==> config.mk <==
export PLATFORM = sky130hd
export DESIGN_NAME = iter_seq_ctrl
export DESIGN_NICKNAME = d
export VERILOG_FILES = /design/src/rtl/radix4_pkg.sv /design/src/rtl/cnt_zero_det.sv /design/src/rtl/iter_seq_ctrl.sv
export SDC_FILE = /design/constraint.sdc
export NUM_CORES = 1
export LEC_CHECK = 0
export ABC_CLOCK_PERIOD_IN_PS = 1730
export BUFFER_PORTS_ARGS = -buffer_cell sky130_fd_sc_hd__clkbuf_2
export CAP_MARGIN = 10
export CORE_AREA = 2 2 39 41
export DETAILED_ROUTE_END_ITERATION = 6
export DIE_AREA = 0 0 41 43
export HOLD_SLACK_MARGIN = 0.02
export PLACE_DENSITY = 0.55
export SLEW_MARGIN = 15
export SYNTH_ARGS = -nofsm -noshare
export SYNTH_HDL_FRONTEND = slang
export SYNTH_SLANG_ARGS = --single-unit
==> constraint.sdc <==
create_clock -name clk -period 1.73 [get_ports clk]
set_clock_uncertainty 0.2 [all_clocks]
set_input_delay 0 -clock clk [delete_from_list [all_inputs] [get_ports clk]]
set_output_delay 0 -clock clk [all_outputs]
set_load 0.1 [all_outputs]
==> src/rtl/radix4_pkg.sv <==
// Shared definitions for the iterative multiplier sequencer.
//   state_e       : sequencer state encoding (IDLE / RUN / DONE)
//   clog2()       : constant ceiling-log2, used to size the iteration counter
//   iter_total()  : number of add/shift iterations for a given operand width and radix
package radix4_pkg;

  typedef enum logic [1:0] {
    ST_IDLE = 2'd0,
    ST_RUN  = 2'd1,
    ST_DONE = 2'd2
  } state_e;

  function automatic int clog2(input int value);
    int res;
    res = 0;
    for (int i = 0; i < 31; i++) begin
      if ((1 << i) < value) res = i + 1;
    end
    return res;
  endfunction

  // Radix-4 retires two operand bits per iteration, radix-2 one.
  function automatic int iter_total(input int width, input bit r4);
    return r4 ? (width / 2) : width;
  endfunction

endpackage

==> src/rtl/cnt_zero_det.sv <==
// Zero detector for the iteration counter.
//   i_count : counter value, W bits
//   o_zero  : 1 when i_count is all zeros (pure combinational NOR reduction)
module cnt_zero_det #(
  parameter int W = 3
) (
  input  logic [W-1:0] i_count,
  output logic         o_zero
);

  assign o_zero = ~|i_count;

endmodule

==> src/rtl/iter_seq_ctrl.sv <==
// Iteration sequencer for a radix-2 / radix-4 shift-add multiplier.
// Counts down the remaining iterations, issues one datapath step per
// un-held cycle, flags the final iteration and pulses done on completion.
//
// Ports
//   clk      : rising-edge clock
//   rst      : synchronous active-high reset
//   start    : begin a sequence (honoured only in IDLE)
//   r4_mode  : 1 = radix-4 (WIDTH/2 iterations), 0 = radix-2 (WIDTH iterations)
//   hold     : stall; no step and no count change while high
//   abort    : cancel a running sequence, back to IDLE without done
//   busy     : sequence in progress (RUN or DONE)
//   step     : datapath add/shift enable this cycle
//   last     : this step is the final iteration
//   done     : one-cycle completion pulse
//   count    : remaining iterations minus one
//   zero     : count == 0
//
// state | meaning
// IDLE  | waiting for start, count held at 0
// RUN   | one iteration per cycle unless held
// DONE  | completion pulse, back to IDLE next edge
module iter_seq_ctrl
  import radix4_pkg::*;
#(
  parameter  int WIDTH = 8,
  localparam int CW    = clog2(WIDTH)
) (
  input  logic          clk,
  input  logic          rst,
  input  logic          start,
  input  logic          r4_mode,
  input  logic          hold,
  input  logic          abort,
  output logic          busy,
  output logic          step,
  output logic          last,
  output logic          done,
  output logic [CW-1:0] count,
  output logic          zero
);

  localparam logic [CW-1:0] LOAD_R4 = CW'(iter_total(WIDTH, 1'b1) - 1);
  localparam logic [CW-1:0] LOAD_R2 = CW'(iter_total(WIDTH, 1'b0) - 1);

  state_e        r_state;
  logic [CW-1:0] r_count;
  logic          r_busy;
  logic          r_done;
  logic          w_zero;
  logic          w_step;

  cnt_zero_det #(
    .W (CW)
  ) u_zero_det (
    .i_count (r_count),
    .o_zero  (w_zero)
  );

  // step follows hold in the same cycle, so it cannot be a registered output.
  assign w_step = (r_state == ST_RUN) && !hold;

  always_ff @(posedge clk) begin
    if (rst) begin
      r_state <= ST_IDLE;
      r_count <= '0;
      r_busy  <= 1'b0;
      r_done  <= 1'b0;
    end else begin
      unique case (r_state)
        ST_IDLE: begin
          if (start) begin
            r_state <= ST_RUN;
            r_count <= r4_mode ? LOAD_R4 : LOAD_R2;
            r_busy  <= 1'b1;
          end
        end
        ST_RUN: begin
          if (abort) begin
            // The step issued this cycle still happens in the datapath,
            // but the sequence is dropped and no done is produced.
            r_state <= ST_IDLE;
            r_count <= '0;
            r_busy  <= 1'b0;
          end else if (w_step) begin
            if (w_zero) begin
              r_state <= ST_DONE;
              r_done  <= 1'b1;
            end else begin
              r_count <= r_count - CW'(1);
            end
          end
        end
        ST_DONE: begin
          r_state <= ST_IDLE;
          r_busy  <= 1'b0;
          r_done  <= 1'b0;
        end
        default: begin
          r_state <= ST_IDLE;
          r_count <= '0;
          r_busy  <= 1'b0;
          r_done  <= 1'b0;
        end
      endcase
    end
  end

  assign busy  = r_busy;
  assign done  = r_done;
  assign step  = w_step;
  assign last  = w_step && w_zero;
  assign count = r_count;
  assign zero  = w_zero;

endmodule

==> metrics.cfg <==
[status]
outcome=complete, no violations

[timing]
fin_crit_ns=1.54
rsz0062_at_grt=no
tightest_slew_ns=0.543
clock.fmax_ghz=0.650
finalMaxSlewViolations=0
slew_headroom_pct=64.0
hold_violations=0
finalCritPeriodShare_pct=89.0
fin_ws_ns=0.191
whs_ns=0.307
setup_violations=0

[global_routing]
grt_pass1_wl_um=1630
grt_usage_pct=13.5
antenna_found_initial=0
grt_pass1_vias=396
grt_overflow=0
grt_max_degree=14

[setup_path]
r2r_cells=6
arrival_ns=1.34
end_kind=primary output
cp_max_fo=5
cp-start-kind=register
critPathKind=reg2out
crit_required_ns=1.53

[floorplan]
die_w_um=41
die-area_mm2=0.00176
die_y_um=43
pin_count=14
core-area_mm2=0.00138
rows=14
start_util_pct=27.7

[drt]
routedWlPerCell_um=11.4
drt_iter0_markers=10
first_pass_iters=4
wirelength_um=932
viasPerCell=4.95
drc=0
antenna_left=0
route.vias.total=406

[clocking]
postCtsSetupRepairBufs=0
cts-buffers-inserted=3
cts_hold_buf=5
clkTransAtPathRegs_ns=0.05
cts_resized=0
cts_tree=yes
cts.sinks=7
root_buffer=clkbuf_4
htreeDepth=1
clock_latency_ns=0.26
clock_path_buffers=2

[synthesis]
async_flop_share_pct=0
synth_seq_area_share_pct=36.6
synth_cells=45
yosysWarnings=0
ys.flop_type=dfxtp_1
synth_area_um2=383
avgSynthCellArea_um2=8.51
synth_nets=53
ys_ff_latch=7
post_synth_num_cell_types=21
synth_edf_count=0

[run]
maxCapViolCount=0

[layout]
fill_cells=142
area_growth_pct=52.9
diodes=0
fin_area_um2=586
drive_gt1_share_pct=43.9
finish.utilization_pct=42.3
fin_nets=75
final_cells=82

[placement]
postPlaceCellArea_um2=509
place_inst=73
gp_congestion=0.737
dp_slack_ns=0.256
port_buffers=13
hpwl_um=693

[hold_path]
hold_path_depth=2
hold_path_class=reg2reg

[pwr]
power.density_mw_per_mm2=973
ir_drop_uv=331
p_leak_nw=0.241

per-layer routing:
layer | track usage (%) | routed length [um] | vias to the layer above
li1 | - | - | 208
met1 | 16.5 | 417 | 183
met2 | 20.3 | 461 | 11
met3 | 1.57 | 32 | 4
met4 | 10.0 | 21 | 0
met5 | 0 | 0 | -
layout by cell type, fill, tap and decap left out:
cell | Yosys | final
a21oi_1 | 5 | 5
a31o_1 | 1 | 1
a31oi_1 | 1 | 1
a32oi_1 | 1 | 1
buf_12 | 0 | 1
buf_4 | 0 | 2
clkbuf_1 | 0 | 1
clkbuf_2 | 0 | 10
clkbuf_4 | 0 | 3
clkinvlp_4 | 0 | 1
dfxtp_1 | 7 | 2
dfxtp_2 | 0 | 3
dfxtp_4 | 0 | 2
dlygate4sd3_1 | 0 | 5
ha_1 | 2 | 2
inv_1 | 4 | 1
inv_2 | 1 | 3
nand2_1 | 1 | 1
nand2_2 | 1 | 1
nor2_1 | 2 | 2
nor2b_1 | 1 | 1
nor2b_4 | 0 | 1
nor3_1 | 3 | 3
nor3b_2 | 2 | 1
nor3b_4 | 0 | 1
o2111ai_1 | 3 | 3
o21a_1 | 1 | 1
o21ai_0 | 4 | 4
o21ai_1 | 2 | 2
xor2_1 | 1 | 1
state kept, by name, summed over array words and instances (netlist names):
register and flops:
busy 1, count 3, done 1, r_state 2
area by class of cell:
type / instances / area [um2] / area share [%]
clock buffer: 4 / 26.3 / 4.49
inverter: 5 / 22.5 / 3.85
multi-input combinational: 32 / 230 / 39.3
sequential: 7 / 151 / 25.9
tap: 16 / 20.0 / 3.42
timing repair buffer: 18 / 135 / 23.1
per-stage QoR:
stage	TNS, ns	total power [mW]
CTS	0	0.572
global placement	0	0.413
finish	0	0.570
detailed placement	0	0.413
floorplan	-1.28	0.369
global route	0	0.599
kinds of logic (layout without fill, tap and decap cells):
logic type | count (synthesis) | after routing | synth area share, %
buf+inv | 6 | 27 | 6.21
fa+ha+maj | 2 | 2 | 6.53
compound gates | 18 | 18 | 29.4
simple gates | 11 | 11 | 19.0
xor+xnor | 1 | 1 | 2.29
flops | 7 | 7 | 36.6
final timing paths:
kind / endpoint / start / slack [ns]
min reg2reg: done / done / 0.31
min: done / done / 0.31
max: last / count[0] / 0.19
max reg2reg: count[1] / count[0] / 0.25
where the power goes:
part	total, mW	internal [mW]	switching (mW)
combinational	0.227	0.0608	0.166
clock	0.152	0.0883	0.0640
sequential	0.190	0.175	0.0153
worst max-delay path: stages, from the launching register on:
cell,delay [ns]
dfxtp_4,0.36
inv_2,0.04
ha_1,0.18
nor2b_4,0.14
nand2_2,0.10
clkinvlp_4,0.11
buf_12,0.17
Yosys cell counts (2+ instances only):
library cell  instances  share of area [%]
nor3_1                3                3.9
o21ai_1               2                2.6
o2111ai_1             3                6.9
o21ai_0               4                5.2
a21oi_1               5                6.5
ha_1                  2                6.5
nor2_1                2                2.0
inv_1                 4                3.9
dfxtp_1               7                 37
nor3b_2               2                6.5
Power figures use the tool's default switching activity.
